===== config.mk =====
export PLATFORM = sky130hd
export DESIGN_NAME = sdram_write_arbiter
export DESIGN_NICKNAME = d
export VERILOG_FILES = /design/src/rtl/sdram_write_arbiter.sv
export SDC_FILE = /design/constraint.sdc
export NUM_CORES = 1
export LEC_CHECK = 0
export BUFFER_PORTS_ARGS = -buffer_cell sky130_fd_sc_hd__buf_2
export CAP_MARGIN = 20
export CORE_ASPECT_RATIO = 0.5
export CORE_MARGIN = 4
export CORE_UTILIZATION = 31
export CTS_BUF_LIST = sky130_fd_sc_hd__clkbuf_8
export DETAILED_ROUTE_END_ITERATION = 8
export PLACE_DENSITY = 0.92
export SLEW_MARGIN = 20
export SYNTH_ARGS = -nofsm -noshare
export SYNTH_HDL_FRONTEND = slang
export SYNTH_SLANG_ARGS = --single-unit
export TNS_END_PERCENT = 5

===== constraint.sdc =====
create_clock -name clk -period 6.18 [get_ports clk]
set_input_delay 1.236 -clock clk [delete_from_list [all_inputs] [get_ports clk]]
set_output_delay 1.236 -clock clk [all_outputs]
set_load 0.05 [all_outputs]

===== src/rtl/sdram_write_arbiter.sv =====
// sdram_write_arbiter
//   Shares one SDRAM Avalon-MM write master between two filter-engine write
//   ports. Round-robin arbitration; a grant is held for at most HOLD_MAX
//   accepted beats while the other requester is waiting. Address and data
//   pass straight through from the granted requester (no buffering).
//
//   Ports
//     clk, reset_n                       clock, async active-low reset
//     r0_write/address/writedata         requester 0 Avalon slave inputs
//     r0_waitrequest                     requester 0 stall
//     r1_*                               same for requester 1
//     sdaddress/sdwrite/sdwritedata      SDRAM master outputs
//     sdwaitrequest                      SDRAM stall
//     grant                              one-hot grant, 2'b00 when idle
//
//   Optional feature (macro ARB_STATS_EN): saturating beat/stall counters
//     stat_clear (in), stat_beats0/stat_beats1/stat_stall (out, 32 bit).
//
//   state | meaning
//   IDLE  | no grant, both requesters stalled
//   G0    | requester 0 owns the SDRAM master
//   G1    | requester 1 owns the SDRAM master
module sdram_write_arbiter #(
   parameter int ADDR_W   = 24,
   parameter int DATA_W   = 32,
   parameter int HOLD_MAX = 16
) (
   input  logic              clk,
   input  logic              reset_n,
   input  logic              r0_write,
   input  logic [ADDR_W-1:0] r0_address,
   input  logic [DATA_W-1:0] r0_writedata,
   output logic              r0_waitrequest,
   input  logic              r1_write,
   input  logic [ADDR_W-1:0] r1_address,
   input  logic [DATA_W-1:0] r1_writedata,
   output logic              r1_waitrequest,
   output logic [ADDR_W-1:0] sdaddress,
   output logic              sdwrite,
   output logic [DATA_W-1:0] sdwritedata,
   input  logic              sdwaitrequest,
   output logic [1:0]        grant
`ifdef ARB_STATS_EN
   ,
   input  logic              stat_clear,
   output logic [31:0]       stat_beats0,
   output logic [31:0]       stat_beats1,
   output logic [31:0]       stat_stall
`endif
);

   localparam int CNT_W = (HOLD_MAX > 1) ? $clog2(HOLD_MAX) : 1;
   localparam logic [CNT_W-1:0] HOLD_LAST = CNT_W'(HOLD_MAX - 1);

   typedef enum logic [1:0] {
      ST_IDLE = 2'd0,
      ST_G0   = 2'd1,
      ST_G1   = 2'd2
   } state_t;

   state_t           state_q, state_d;
   logic             rr_ptr_q, rr_ptr_d;
   logic [CNT_W-1:0] beat_cnt_q, beat_cnt_d;

   logic beat_acc;
   logic cur_idx;
   logic own_write;
   logic oth_write;

   // Master side is a pure mux of the current owner so that the Avalon hold
   // rule is inherited directly from the requester's own hold behaviour.
   always_comb begin
      grant          = 2'b00;
      sdwrite        = 1'b0;
      sdaddress      = '0;
      sdwritedata    = '0;
      r0_waitrequest = 1'b1;
      r1_waitrequest = 1'b1;
      case (state_q)
         ST_G0: begin
            grant          = 2'b01;
            sdwrite        = r0_write;
            sdaddress      = r0_address;
            sdwritedata    = r0_writedata;
            r0_waitrequest = sdwaitrequest;
         end
         ST_G1: begin
            grant          = 2'b10;
            sdwrite        = r1_write;
            sdaddress      = r1_address;
            sdwritedata    = r1_writedata;
            r1_waitrequest = sdwaitrequest;
         end
         default: ;
      endcase
   end

   assign beat_acc  = sdwrite & ~sdwaitrequest;
   assign cur_idx   = (state_q == ST_G1);
   assign own_write = cur_idx ? r1_write : r0_write;
   assign oth_write = cur_idx ? r0_write : r1_write;

   always_comb begin
      state_d    = state_q;
      rr_ptr_d   = rr_ptr_q;
      beat_cnt_d = beat_cnt_q;
      case (state_q)
         ST_IDLE: begin
            if (r0_write && (!r1_write || !rr_ptr_q)) begin
               state_d    = ST_G0;
               rr_ptr_d   = 1'b1;
               beat_cnt_d = '0;
            end else if (r1_write) begin
               state_d    = ST_G1;
               rr_ptr_d   = 1'b0;
               beat_cnt_d = '0;
            end
         end
         ST_G0, ST_G1: begin
            // Leaving is only possible when the owner is not presenting a
            // beat, or its last allowed beat is accepted this cycle; either
            // way no stalled write is abandoned.
            if (!own_write || (beat_acc && beat_cnt_q == HOLD_LAST)) begin
               beat_cnt_d = '0;
               if (oth_write) begin
                  state_d  = cur_idx ? ST_G0 : ST_G1;
                  rr_ptr_d = cur_idx;
               end else if (!own_write) begin
                  state_d = ST_IDLE;
               end
            end else if (beat_acc) begin
               beat_cnt_d = beat_cnt_q + CNT_W'(1);
            end
         end
         default: begin
            state_d    = ST_IDLE;
            beat_cnt_d = '0;
         end
      endcase
   end

   always_ff @(posedge clk or negedge reset_n) begin
      if (!reset_n) begin
         state_q    <= ST_IDLE;
         rr_ptr_q   <= 1'b0;
         beat_cnt_q <= '0;
      end else begin
         state_q    <= state_d;
         rr_ptr_q   <= rr_ptr_d;
         beat_cnt_q <= beat_cnt_d;
      end
   end

`ifdef ARB_STATS_EN
   logic [31:0] stat_beats0_q, stat_beats1_q, stat_stall_q;
   logic        acc0, acc1, stall_cyc;

   assign acc0      = beat_acc & (state_q == ST_G0);
   assign acc1      = beat_acc & (state_q == ST_G1);
   assign stall_cyc = (r0_write & r0_waitrequest) | (r1_write & r1_waitrequest);

   always_ff @(posedge clk or negedge reset_n) begin
      if (!reset_n) begin
         stat_beats0_q <= '0;
         stat_beats1_q <= '0;
         stat_stall_q  <= '0;
      end else if (stat_clear) begin
         stat_beats0_q <= '0;
         stat_beats1_q <= '0;
         stat_stall_q  <= '0;
      end else begin
         if (acc0 && stat_beats0_q != '1) stat_beats0_q <= stat_beats0_q + 32'd1;
         if (acc1 && stat_beats1_q != '1) stat_beats1_q <= stat_beats1_q + 32'd1;
         if (stall_cyc && stat_stall_q != '1) stat_stall_q <= stat_stall_q + 32'd1;
      end
   end

   assign stat_beats0 = stat_beats0_q;
   assign stat_beats1 = stat_beats1_q;
   assign stat_stall  = stat_stall_q;
`endif

endmodule

==> impl_results.md, run 1 <==
- Cells along the critical path: inv_1, ha_1, and2_2, a22o_1, buf_2
- Wirelength per Cell: 17.74 µm
- Rel. slew slack: 30.91%
- Dpl hpwl: 5144 µm
- Depth of the most critical reg-to-reg path: 5
- DR iter-0 viols: 90
- Critical Path Max Stage Delay: 0.88 ns
- PortBufs: 177
- Sequential area share after synthesis: 15.96%
- First-pass GRT wire length: 9363 µm
- Antenna violations before repair: 0
- Post-CTS Setup Bufs: 0
- CTS tree: done
- Syn nets: 257
- Routed vias/inst: 5.378
- Fin crit share: 63.37%
- Routed wire length: 6193 µm
- Final Max Tran Viols: 0
- Largest net degree at the start of global routing: 60
- Synth unique cells: 28
- Die Wd: 92.14 µm
- Crit path max-delay family: simple AND/OR/NAND/NOR gates
- Max clock buf depth: 2
- Leak pwr: 1.254 nW
- Hold WC Path Type: reg -> reg
- Crit path time final: 3.916 ns
- Initial Util: 34.42%
- Reg2reg end: state_q[0]
- Ranking of synthesized cells by area: a22o_1 45%, dfrtp_1 16%, ha_1 8.0%, nand2_1 3.1%, buf_2 2.7%
- Most frequent cell after synthesis: a22o_1
- Nets@finish: 426
- Run status: finished clean
- Mapped Cells: 133
- Critical Path RT: 4.94 ns
- Synthesis-stage register bit count: 7
- # hold bufs at CTS: 0
- Worst clock skew: 0.004445 ns
- Post-synth top area cell: a22o_1
- Final Setup Violations: 0
- Synthesized area per cell: 8.250 µm²
- Met3 WL post-DR: 404 µm
- Resized Gates After CTS: 0
- Max rail drop VDD: 233.6 µV
- Synth-to-Final Area Change: 85.40%
- Synth top area share: 45.50%
- Max-cap violations: 0
- Clock-pin transition on the worst setup and hold timing paths: 0.04 ns
- Synth Cell Area: 1097 µm²
- Primary FF master, synth: dfrtp_1
- Setup TNS Final: 0 ns
- DR DRC count: 0
- Reg2reg start: state_q[0]
- Total CTS buffers: 3
- Boundary Pins: 178
- GRT Total Usage: 25.15%
- Launch point of the worst path: state_q[0]
- Slowest cell on crit path: and2_2
- WP buf/inv: 2
- Number of global-route vias before repair: 1794
- Final ANT Viol Nets: 0
- # clock sinks: 7
- Setup crit end kind: output pin
- Final Hold Viols: 0
- # rows: 14
- Synth cell count leaders: 57 x a22o_1, 9 x nand2_1, 7 x dfrtp_1, 7 x ha_1
- DR pass1 iterations: 4
- Post-Route Utilization: 63.81%
- DR WL met2: 3399 µm
- Grt total ovfl: 0
- Routability cong.: 0.9374
- H-tree depth: 1
- Share of cells above drive strength 1: 62.13%
- Die area: 4613 µm²
- Critical path arrival: 2.68 ns
- Diodes inserted: 0
- DR top layer: met4
- Core box area: 3188 µm²
- FMAX: 255.3 MHz
- Insertion delay to the later sink of the worst-skew pair: 0.23 ns
- Critical Path Fanout Max: 57
- Power Density: 551.0 nW/µm²
- Total number of vias: 1877
- CP Depth: 5
- Slew @ Worst Pin: 1.036 ns
- Die Span Y: 50.07 µm
- R2r setup slk: 3.69 ns
- Synth warn: 0
- Unrepaired setup endpoints after global routing: no
- Root buffer cell: clkbuf_8
- Async SR Flop Fraction: 100.0%
- Post-synth EDFFs: 0
- Crit path launch type: flip-flop
- DRT met1 WL: 2324 µm
- Setup crit end: sdaddress[6]
- WS Path Type: reg -> out
[worst min path at each step]
stage	depth (start not counted)	slack [ns]	startpoint	to
final	1	0.50	beat_cnt_q[3]	beat_cnt_q[3]
after global routing	1	0.54	beat_cnt_q[3]	beat_cnt_q[3]
after CTS	1	0.50	beat_cnt_q[3]	beat_cnt_q[3]
after detailed placement	1	0.49	beat_cnt_q[3]	beat_cnt_q[3]
after global placement	1	0.48	beat_cnt_q[3]	beat_cnt_q[3]
after floorplan	1	0.46	beat_cnt_q[3]	beat_cnt_q[3]
[final cells by class]
cell class | count | area, µm²
clock buffers | 3 | 41.29
clock inverters | 1 | 3.754
fillers | 281 | 1154
inverters | 6 | 22.52
multi-input cells | 107 | 845.8
flip-flops and latches | 7 | 175.2
well taps | 48 | 60.06
repair buffers | 177 | 885.9
[report_power, final]
| part | total, mW | internal (mW) | leakage (nW) | switching (mW) |
|---|---|---|---|---|
| clock network | 0.0650 | 0.0431 | 0.0269 | 0.0218 |
| logic | 0.983 | 0.258 | 1.13 | 0.724 |
| registers | 0.0735 | 0.0590 | 0.0934 | 0.0145 |
[cells by family after synthesis]
kind of cell	share of synthesized area, %
adder cells (fa/ha/maj)	7.981
buffers and inverters	7.183
AO/OA/AOI/OAI	55.87
flip-flops	15.96
multiplexers	2.280
AND/OR/NAND/NOR	10.72
[placed cells by master (no fill, tap or decap), types with 3 or more instances in the layout]
cell,n
o21ai_0,4
buf_2,177
nand3_1,3
a22o_1,57
a21oi_1,3
clkbuf_8,3
ha_1,7
dfrtp_1,7
inv_1,7
nand2_1,9
o21ai_1,4
[through the flow]
step	setup slack [ns]	area, µm²	hold WS [ns]	total power, mW	std cells
detailed placement	2.539	1989	0.4882	1.048	345
global placement	2.659	1989	0.4772	1.033	345
global route	2.077	2034	0.5364	1.182	349
floorplan	2.979	1097	0.4602	0.8426	133
CTS	2.302	2034	0.4955	1.118	349
finish	2.264	2034	0.4966	1.121	349
[flip-flops by register name, summed over array words and instances, names as in the netlist]
| signal | flops |
|---|---|
| state_q | 2 |
| beat_cnt_q | 4 |
| rr_ptr_q | 1 |
[routing by layer]
layer  up-vias  GRT usage, %
met5         -             0
met4         0         5.419
li1        868             -
met1       904         29.11
met2        96         48.91
met3         9         3.951
No activity file was read; power rests on OpenSTA's default activity.
==> run 2, diff against run 1 <==
Settings changed: ABC_AREA set to 1, CORE_UTILIZATION 31 to 30, PLACE_DENSITY 0.92 to 0.83.
Clock period 6.18 ns to 3.35 ns, I/O delays scaled along.
==> impl_results.md, run 2 <==
- Run status: finished clean (unchanged)
- Fin crit share: 82.46%
- Post-synth top area cell: nand2_1 (was a22o_1)
- Worst clock skew: 0.0006265 ns (was 0.004445 ns)
- Max rail drop VDD: 310.0 µV (was 233.6 µV)
- Post-synth EDFFs: 0 (unchanged)
- Min Hold Slack: 0.2704 ns (was 0.4966 ns)
- Root buffer cell: clkbuf_8 (unchanged)
- Hold WC Path Type: in -> async (was reg -> reg)
- Core box area: 4467 µm² (was 3188 µm²)
- Depth of the most critical reg-to-reg path: 10 (was 5)
- Clock-pin transition on the worst setup and hold timing paths: 0.04 ns (about the same)
- Most frequent cell after synthesis: nand2_1 (was a22o_1)
- Antenna violations before repair: 0 (unchanged)
- Total number of vias: 2258 (was 1877)
- # rows: 17 (was 14)
- # clock sinks: 7 (unchanged)
- Mapped Cells: 274 (was 133)
- Setup crit end kind: output pin (unchanged)
- Power Density: 1061 nW/µm² (was 551.0 nW/µm²)
- Synth cell count leaders: 148 x nand2_1, 58 x a21oi_1, 10 x nand3_1 (was 57 x a22o_1, 9 x nand2_1, 7 x dfrtp_1, 7 x ha_1)
- Wirelength per Cell: 12.03 µm (was 17.74 µm)
- # hold bufs at CTS: 0 (unchanged)
- Crit path time final: 2.762 ns
- Final Max Tran Viols: 0 (unchanged)
- Final ANT Viol Nets: 0 (unchanged)
- Initial Util: 31.65% (was 34.42%)
- Reg2reg start: state_q[0] (unchanged)
- Number of global-route vias before repair: 2072 (was 1794)
- WS Path Type: reg -> out (unchanged)
- Synth Cell Area: 1414 µm² (was 1097 µm²)
- First-pass GRT wire length: 9494 µm (was 9363 µm)
- Total CTS buffers: 3 (unchanged)
- H-tree depth: 1 (unchanged)
- DR DRC count: 0 (unchanged)
- Max-cap violations: 0 (unchanged)
- Final Hold Viols: 0 (unchanged)
- Insertion delay to the later sink of the worst-skew pair: 0.22 ns (was 0.23 ns)
- Boundary Pins: 178 (unchanged)
- Critical Path RT: 2.68 ns (was 4.94 ns)
- Critical Path Fanout Max: 36 (was 57)
- Slew @ Worst Pin: 0.5917 ns (was 1.036 ns)
- Primary FF master, synth: dfrtp_1 (unchanged)
- PortBufs: 177 (unchanged)
- DR pass1 iterations: 4 (unchanged)
- CTS tree: done (unchanged)
- Post-Place Cells: 492 (was 345)
- Regs by FF count: beat_cnt_q x4, state_q x2, rr_ptr_q x1 (unchanged)
- Grt total ovfl: 0 (unchanged)
- Post-CTS Setup Bufs: 0 (unchanged)
- Sequential area share after synthesis: 12.39% (was 15.96%)
- Rel. slew slack: 60.55% (was 30.91%)
- Die Wd: 105.1 µm (was 92.14 µm)
- Crit path launch type: flip-flop (unchanged)
- Max clock buf depth: 2 (unchanged)
- Syn nets: 398 (was 257)
- Synth warn: 0 (unchanged)
- Share of cells above drive strength 1: 43.96% (was 62.13%)
- Unrepaired setup endpoints after global routing: no (unchanged)
- Routed vias/inst: 4.552 (was 5.378)
- Synthesized area per cell: 5.160 µm² (was 8.250 µm²)
- Async SR Flop Fraction: 100.0% (unchanged)
- Dpl hpwl: 4862 µm (was 5144 µm)
- FMAX: 362.0 MHz
- Diodes inserted: 0 (unchanged)
- Filler-free cell count of the finished design: 496 (was 349)
- Nets@finish: 564 (was 426)
- Die Span Y: 56.55 µm (was 50.07 µm)
- Resized Gates After CTS: 0 (unchanged)
- Leak pwr: 1.351 nW (was 1.254 nW)
- Final Setup Violations: 0 (unchanged)
- Fill cell count: 452 (was 281)
- Routability cong.: 0.9694 (was 0.9374)
- Critical path arrival: 2.09 ns (was 2.68 ns)
- DR iter-0 viols: 204 (was 90)
- Reg2reg end: state_q[1] (was state_q[0])
- Ranking of synthesized cells by area: nand2_1 39%, a21oi_1 21%, dfrtp_1 12%, ha_1 6.2%, nand3_1 3.5% (was a22o_1 45%, dfrtp_1 16%, ha_1 8.0%, nand2_1 3.1%, buf_2 2.7%)
- Top reg by flops: beat_cnt_q (unchanged)
- GRT Total Usage: 18.76% (was 25.15%)
- Synth-to-Final Area Change: 67.26% (was 85.40%)
- Commonest non-fill, non-tap cell in the layout: buf_2 (unchanged)
- Synthesis-stage register bit count: 7 (unchanged)
- Routed wire length: 5969 µm (was 6193 µm)
- Synth top area share: 39.29% (was 45.50%)
- Largest register FFs: 4 (unchanged)
- Largest net degree at the start of global routing: 37 (was 60)
- R2r setup slk: 1.24 ns (was 3.69 ns)
- Die area: 5942 µm² (was 4613 µm²)
- Most frequent cells in the layout: 177 x buf_2, 148 x nand2_1, 58 x a21oi_1 (was 177 x buf_2, 57 x a22o_1, 9 x nand2_1)
- Synth unique cells: 19 (was 28)
- Setup TNS Final: 0 ns (unchanged)
[run 2: cell types whose count changed after synthesis, moves of 3 or more]
cell     previous run  this run
nand2_1             9       148
a22o_1             57         0
a21oi_1             3        58
nand3_1             3        10
buf_4               0         5
nand4_1             0         4
o21ai_1             4         0
inv_1               6         9
o21ai_0             4         1
[run 2: report_power, final]
| part | switching, mW | internal, mW | total, mW |
|---|---|---|---|
| registers | 0.0237 | 0.111 | 0.134 |
| logic | 1.73 | 0.535 | 2.26 |
| clock network | 0.0347 | 0.0790 | 0.114 |
| total | 1.79 | 0.725 | 2.51 |
[run 2: metal layers]
layer / part of all wire [%] / wire length [µm] / up-vias / GRT usage (%)
met5: 0 / 0 / - / 0
met4: 0.99 / 59 / 0 / 4.673
met3: 6.5 / 387 / 8 / 2.755
met2: 50 / 2969 / 76 / 34.55
met1: 43 / 2552 / 968 / 23.06
li1: - / - / 1206 / -
[run 2: cell families after synthesis]
| logic type | after synthesis | share of synthesized area [%] |
|---|---|---|
| xor gates and xnor gates | 2 | 1.239 |
| buffers and inverters | 30 | 10.53 |
| adders and majority gates | 7 | 6.194 |
| and+or+nand+nor | 169 | 48.76 |
| AOI/OAI and AO/OA | 59 | 20.88 |
| DFF | 7 | 12.39 |
[run 2: cell type report]
class                           count  area (µm²)  share of cell area (%)
Clock buffer                        3       41.29                   1.746
Clock inverter                      1       3.754                  0.1587
Inverter                           10       37.54                   1.587
Multi-Input combinational cell    237        1095                   46.30
Sequential cell                     7       175.2                   7.407
Tap cell                           57       71.32                   3.016
Timing Repair Buffer              181       940.9                   39.79
[run 2: how the worst max path moves through the flow]
stage,slack [ns],start,endpoint
2_1_floorplan,0.66,state_q[0],sdaddress[0]
3_3_place_gp,0.85,state_q[0],sdwritedata[21]
3_5_place_dp,0.82,state_q[1],sdaddress[12]
4_1_cts,0.58,state_q[1],sdaddress[12]
5_1_grt,0.37,state_q[1],sdwritedata[28]
6_report,0.59,state_q[0],sdaddress[12]
[run 2: worst max-delay path, cell delays in order, from the launching register on]
cell and delay, ns:
dfrtp_1 0.42, inv_1 0.13, ha_2 0.53, buf_12 0.26, nand2_1 0.07, a21oi_1 0.16
buf_2 0.29
[run 2: per-stage QoR]
step                      instance area (µm²)  total power, mW  setup slack, ns  util [%]
final                                    2365            2.510           0.5876     52.94
after CTS                                2365            2.519           0.5805     52.94
after detailed placement                 2320            2.397           0.8210     51.93
after global routing                     2365            2.696           0.3683     52.94
after global placement                   2320            2.386           0.8545     51.93
after floorplan                          1414            1.935           0.6596         -
